==> config.mk <==
export PLATFORM = sky130hd
export DESIGN_NAME = reg_writeback_queue
export DESIGN_NICKNAME = d
export VERILOG_FILES = /design/src/rtl/reg_writeback_queue.sv
export SDC_FILE = /design/constraint.sdc
export NUM_CORES = 1
export LEC_CHECK = 0
export ABC_AREA = 1
export BUFFER_PORTS_ARGS = -buffer_cell sky130_fd_sc_hd__buf_4
export CAP_MARGIN = 20
export CORE_UTILIZATION = 51
export DETAILED_ROUTE_END_ITERATION = 8
export PLACE_DENSITY = 0.83
export SYNTH_ARGS = -nofsm -noshare
export SYNTH_HDL_FRONTEND = slang
export SYNTH_SLANG_ARGS = --single-unit
==> constraint.sdc <==
create_clock -name clk -period 2.85 [get_ports clk]
set_clock_uncertainty 0.1 [all_clocks]
set_input_delay 0.57 -clock clk [delete_from_list [all_inputs] [get_ports clk]]
set_output_delay 0.57 -clock clk [all_outputs]
set_load 0.01 [all_outputs]
==> src/rtl/reg_writeback_queue.sv <==
// Register writeback queue: buffers producer writes, drains them one per cycle
// into registered wb_* outputs. Define WBQ_BYPASS_EN to build the lk_* bypass lookup.
module reg_writeback_queue #(
   parameter int DEPTH = 4
) (
   input  logic                     clk,
   input  logic                     rst,
   input  logic                     in_valid,
   output logic                     in_ready,
   input  logic [4:0]               in_dest,
   input  logic [31:0]              in_val,
   input  logic                     hold,
   output logic                     wb_en,
   output logic [4:0]               wb_dest,
   output logic [31:0]              wb_val,
   input  logic [4:0]               lk_src,
   output logic                     lk_hit,
   output logic [31:0]              lk_val,
   output logic [$clog2(DEPTH):0]   count
);

   localparam int AW = $clog2(DEPTH);
   localparam int CW = AW + 1;

   logic [4:0]    dest_mem_q [DEPTH];
   logic [31:0]   val_mem_q  [DEPTH];

   logic [AW-1:0] wr_ptr_q, wr_ptr_d;
   logic [AW-1:0] rd_ptr_q, rd_ptr_d;
   logic [CW-1:0] count_q, count_d;
   logic          wb_en_q, wb_en_d;
   logic [4:0]    wb_dest_q, wb_dest_d;
   logic [31:0]   wb_val_q, wb_val_d;
   logic          push_s, pop_s;

   // in_ready looks only at the stored count, never at this cycle's pop
   assign in_ready = (count_q < CW'(DEPTH));
   assign push_s   = in_valid && in_ready && (in_dest != 5'd0);
   assign pop_s    = (count_q != CW'(0)) && !hold;

   assign count    = count_q;
   assign wb_en    = wb_en_q;
   assign wb_dest  = wb_dest_q;
   assign wb_val   = wb_val_q;

   always_comb begin
      wr_ptr_d  = wr_ptr_q;
      rd_ptr_d  = rd_ptr_q;
      count_d   = count_q;
      wb_en_d   = 1'b0;
      wb_dest_d = wb_dest_q;
      wb_val_d  = wb_val_q;
      if (push_s) begin
         wr_ptr_d = wr_ptr_q + AW'(1);
      end else begin
         wr_ptr_d = wr_ptr_q;
      end
      if (pop_s) begin
         rd_ptr_d  = rd_ptr_q + AW'(1);
         wb_en_d   = 1'b1;
         wb_dest_d = dest_mem_q[rd_ptr_q];
         wb_val_d  = val_mem_q[rd_ptr_q];
      end else begin
         rd_ptr_d  = rd_ptr_q;
      end
      case ({push_s, pop_s})
         2'b10:   count_d = count_q + CW'(1);
         2'b01:   count_d = count_q - CW'(1);
         default: count_d = count_q;
      endcase
   end

   always_ff @(posedge clk or posedge rst) begin
      if (rst) begin
         wr_ptr_q  <= '0;
         rd_ptr_q  <= '0;
         count_q   <= '0;
         wb_en_q   <= 1'b0;
         wb_dest_q <= 5'd0;
         wb_val_q  <= 32'd0;
      end else begin
         wr_ptr_q  <= wr_ptr_d;
         rd_ptr_q  <= rd_ptr_d;
         count_q   <= count_d;
         wb_en_q   <= wb_en_d;
         wb_dest_q <= wb_dest_d;
         wb_val_q  <= wb_val_d;
      end
   end

   // Storage is pure datapath; validity is tracked by the pointers and count
   always_ff @(posedge clk) begin
      if (push_s) begin
         dest_mem_q[wr_ptr_q] <= in_dest;
         val_mem_q[wr_ptr_q]  <= in_val;
      end
   end

`ifdef WBQ_BYPASS_EN
   logic [AW-1:0] lk_idx_s;
   logic          lk_match_s;

   // Scan oldest to youngest so later matches overwrite earlier ones
   always_comb begin
      lk_hit     = 1'b0;
      lk_val     = 32'd0;
      lk_idx_s   = '0;
      lk_match_s = 1'b0;
      if (lk_src != 5'd0) begin
         if (wb_en_q && (wb_dest_q == lk_src)) begin
            lk_hit = 1'b1;
            lk_val = wb_val_q;
         end else begin
            lk_hit = 1'b0;
         end
         for (int i = 0; i < DEPTH; i++) begin
            lk_idx_s   = rd_ptr_q + AW'(i);
            lk_match_s = (CW'(i) < count_q) && (dest_mem_q[lk_idx_s] == lk_src);
            lk_hit     = lk_match_s ? 1'b1 : lk_hit;
            lk_val     = lk_match_s ? val_mem_q[lk_idx_s] : lk_val;
         end
      end else begin
         lk_hit = 1'b0;
         lk_val = 32'd0;
      end
   end
`else
   logic unused_lk_s;
   assign unused_lk_s = ^lk_src;
   assign lk_hit      = 1'b0;
   assign lk_val      = 32'd0;
`endif

endmodule
Word level (Yosys, flattened, before mapping)
Memories as Yosys holds them, arrays and structs flattened. A register that Yosys moved wholly into a read port is not among the register bits.
Cells that the tools add are included.
Widths: inputs -> output; s select.

storage, ports and cells
  bits in registers = 8
  memory bits (writable) = 148
  bits of input ports = 46
  output and inout bits = 75
  logic and storage cells = 24
  memories = 2

operators by class
  $add $sub $neg = 4
  $lt $le $gt $ge = 1
  eq/ne operators = 2
  mux-type cells = 4
  reduce and logical (&&, ||, !) cells = 7

memory list
  memory      depth  bits a word  rd ports  clocked after memory_dff  wr ports  RTL line  text
  val_mem_q   4      32           1         1                         1         26        logic [31:0] val_mem_q [DEPTH];
  dest_mem_q  4      5            1         1                         1         25        logic [4:0] dest_mem_q [DEPTH];

operator list
  kind                 count
  $pmux 3 s2           1
  $reduce_bool 5->1    1
  $add 2x1->2 const B  2
  $add 3x1->3 const B  1
  $logic_and 1x1->1    3
  $lt 3x3->1 const B   1
  $mux 1               3
  $reduce_bool 3->1    1
  $sub 3x1->3 const B  1
  $eq 2x1->1 const B   1
  $eq 2x2->1 const B   1
  $reduce_bool 2->1    1
  $logic_not 1->1      1

Longest topological paths before layout
  word-level depth = 5
  depth in mapped cells = 12
  depth with buffers taken out = 11

Least setup slack after synthesis
Ideal clock, no wire load.

  path type = input -> register
  start point = in in_valid
  end point = mem dest_mem_q[0][0] (enable)
  setup time = 431 ps
  arrival time = 2,475 ps
  data required time = 2,319 ps
  slack = -157 ps
  stages = 4
  buffers on the path = 0
  cell sequence = inv_1 > nor2_1 > nand2_1 > nor2_1

between the ends
  word-level cells in the longest chain between the ends = 4

RTL lines
  what                            RTL line  text
  start: declaration              8         input logic in_valid,
  $logic_and 1x1->1 (2 in a row)  38        assign push_s = in_valid && in_ready && (in_dest != 5'd0);
  $mux 1                          93        if (push_s) begin
  $mux 1 (implied by the code)    94        dest_mem_q[wr_ptr_q] <= in_dest;
  end: declaration                25

No other way between the ends.

Worst setup path in the final report
  start point = in in_dest[3]
  end point = reg count_q[2], in the netlist count[2]

between the ends
  word-level cells in the longest chain between the ends = 4
  elaborated cells on any way between the ends = 6
  those cells by class = eq/ne: 2; mux: 1; reduce/logical: 3

RTL lines
  what                                                    RTL line  text
  start: declaration                                      10        input logic [4:0] in_dest,
  $reduce_bool 5->1 (*)                                   38
  $logic_and 1x1->1 (*)                                   38
  $eq 2x1->1 / $eq 2x2->1 (equally long branches)         66        case ({push_s, pop_s})
  $pmux 3 s2 / $reduce_bool 2->1 (equally long branches)  -
  end signal: assignment                                  84        count_q <= count_d;
  end: declaration                                        30        logic [CW-1:0] count_q, count_d;

Every way passes the cells marked *; elsewhere a longest branch is shown, timed or not.
A chain may end at the register's enable or synchronous reset.

==> out/metrics.yaml <==
status:
  status: "complete, no violations"
critical_path:
  cp_slowest_cell: "fa_1"
  worst-path-max-fanout: 5
  cpLargestDelayFamily: "simple AND/OR/NAND/NOR gates"
  path_buf_inv: 2
  ff2ff_setup_slack_ns: 1.04
  reg2reg_depth: 10
  worstSetupPathType: "in -> reg"
  critPathLaunchType: "input pin"
  cp_common_cell: "nand2_1"
  required_ns: 3.07
  cpPeakStageDelay_ns: 0.38
  timing.rr.end: "count[2]$_DFFE_PP0P_"
  timing.rr.start: "count[0]$_DFFE_PP0P_"
  arrival_ns: 2.10
  end_kind: "flop"
  crit_path_cell_trace: "buf_4, nor2_1, nand3b_1, nand2_1, ha_1, inv_1, fa_1, nand2_1, nand3_1, xor2_1"
placement:
  pre_cts_ws_ns: 0.529
  place_congestion: 0.749
  hpwl_um: 9270
  io_buffers: 82
logic_synthesis:
  synth_top_family_by_area: "simple AND/OR/NAND/NOR gates"
  synth_area_um2: 8300
  avgSynthCellArea_um2: 10.0
  synth_largest_area_cell: "edfxtp_1"
  synth_seq_cells: 193
  async_flop_share_pct: 23.3
  synthMuxAreaShare_pct: 0
  synth_xor_area_share_pct: 0.422
  synth_compound_area_share_pct: 0.121
  ys_warn_count: 0
  ys_seq_area_share_pct: 67.1
  ys_types: 19
  netlist_instances: 829
  synthAdderAreaFrac_pct: 0.995
  synth_edf_count: 148
  ys_top_cells_by_area: "edfxtp_1, nand2_1, dfrtp_1"
  ys.flop_type: "edfxtp_1"
  yosys.area.top_type_share_pct: 53.5
  synth-simple-area-share_pct: 19.0
sta:
  setup_violations: 0
  period_needed_ns: 1.88
  fmax_mhz: 532
  finalMaxSlewViolations: 0
  hold_violations: 0
  worstMarginPinSlew_ns: 0.795
  fin_ws_ns: 0.970
  whs_ns: 0.133
  post-route-period-util_pct: 66.0
  rsz0062_at_grt: "false"
  timing.slew.headroom_pct: 47.0
floorplanning:
  pin_count: 121
  start_util_pct: 52.3
  core_area_um2: 15900
  die-width_um: 130
  num_rows: 46
  dieArea_um2: 16800
  die_h_um: 130
drt:
  wl_per_cell_um: 13.7
  wl_um: 15700
  viasPerCell: 4.70
  drtAntennaViolNets: 0
  first_pass_iters: 5
  drc: 0
  num_vias: 5367
  drt-initial-drc-count: 418
finish:
  multi_input_area_um2: 1860
  area_growth_pct: 16.8
  nFillCells: 1238
  antenna_cells: 0
  fin_util_pct: 61.1
  nets: 966
  drive_gt1_share_pct: 15.0
  register_area_um2: 5570
grt:
  grt_pass1_vias: 5113
  grt_usage_pct: 20.2
  grt_max_degree: 76
  grt_antenna_before_repair: 0
  grt_overflow_total: 0
  grt_pass1_wl_um: 25000
clock_network:
  cts_made_buffers: 17
  post_cts_buffers: 0
  cts_resized: 0
  hold_buffers: 0
  clk_pin_slew_ns: 0.07
  worstSkewPairLatency_ns: 0.43
  clock_sinks: 193
  cts.root.buffer_cell: "clkbuf_16"
  cts_tree: "yes"
  cts_buffer_depth: 2
  cts_max_level: 4
min_path:
  min_path_type: "in -> async"
pwr:
  p_total_mw: 9.42
  p_seq_share_pct: 41.4
  clkPwrFrac_pct: 26.4
  p_leak_nw: 4.72
  p_sw_share_pct: 33.7
  p_comb_share_pct: 32.2
  peakVddDrop_uv: 566
  p_sw_mw: 3.17
  p_per_area_nw_per_um2: 971
  p_int_mw: 6.24
run:
  drv_cap: 0
## final cells by class
class	instances	area share (%)
timing repair buffer	98	7.72
clock buffer	18	4.53
multi-input combinational	438	19.2
clock inverter	14	1.91
tap	216	2.79
inverter	166	6.42
sequential	193	57.5
## per-layer routing
| layer | vias to the layer above | track usage (%) | routed length (um) |
|---|---|---|---|
| met5 | - | 0 | 0 |
| met4 | 0 | 7.25 | 218 |
| met3 | 22 | 5.20 | 956 |
| met2 | 181 | 36.1 | 8110 |
| met1 | 2516 | 23.6 | 6370 |
| li1 | 2648 | - | - |
## per-stage QoR
| step | area, um^2 | TNS (ns) | instances |
|---|---|---|---|
| 4_1_cts | 9700 | 0 | 1143 |
| 5_1_grt | 9700 | 0 | 1143 |
| 3_3_place_gp | 9070 | 0 | 1111 |
| 2_1_floorplan | 8420 | -23.17 | 861 |
| 3_5_place_dp | 9070 | 0 | 1111 |
| 6_report | 9700 | 0 | 1143 |
## worst max-delay path by stage
stage	from	end	slack, ns	cells after the start
final	in_dest[3]	count[2]$_DFFE_PP0P_	0.97	10
after global routing	in_dest[3]	count[2]$_DFFE_PP0P_	0.85	11
after CTS	in_dest[3]	count[2]$_DFFE_PP0P_	0.98	10
after detailed placement	in_dest[3]	count[2]$_DFFE_PP0P_	0.53	10
after global placement	in_dest[3]	count[2]$_DFFE_PP0P_	0.57	10
after floorplan	in_valid	dest_mem_q[0][0]$_DFFE_PP_	-0.16	4
## power by group through the flow
stage | combinational (mW) | clock [mW] | sequential, mW
after floorplan | 1.86 | 0 | 4.07
after global placement | 2.94 | 0 | 3.93
final | 3.04 | 2.48 | 3.90
after CTS | 3.07 | 2.51 | 3.90
after global routing | 3.44 | 2.62 | 3.95
after detailed placement | 3.04 | 0 | 3.95
## cell usage after synthesis (2+ instances only)
master / n
xor2_1: 2
inv_2: 2
edfxtp_1: 148
ha_1: 5
o21ai_0: 2
nor2_1: 8
buf_1: 2
buf_4: 38
buf_2: 14
inv_1: 164
dfrtp_1: 45
xnor2_1: 2
nand2_1: 306
clkbuf_1: 10
nand3_1: 77
## flip-flops by register name, indices dropped and copies added, names as in the netlist
name / count
wb_en: 1
wr_ptr_q: 2
val_mem_q: 128
count: 3
rd_ptr_q: 2
dest_mem_q: 20
wb_dest: 5
wb_val: 32
## cells in the final DEF (no fill, tap or decap), types with 3 or more instances in the layout
| cell | instances |
|---|---|
| buf_4 | 97 |
| bufinv_16 | 4 |
| clkbuf_16 | 17 |
| clkinv_2 | 4 |
| conb_1 | 33 |
| dfrtp_1 | 43 |
| edfxtp_1 | 148 |
| ha_1 | 5 |
| inv_1 | 163 |
| inv_2 | 3 |
| nand2_1 | 306 |
| nand3_1 | 77 |
| nor2_1 | 4 |
| nor2_4 | 4 |
## cell families after synthesis
| logic type | count (synthesis) |
|---|---|
| adders and majority gates | 6 |
| and+or+nand+nor | 393 |
| DFF | 193 |
| AOI/OAI and AO/OA | 2 |
| other | 1 |
| xor gates and xnor gates | 4 |
| buffers and inverters | 230 |
Power figures use the tool's default switching activity.
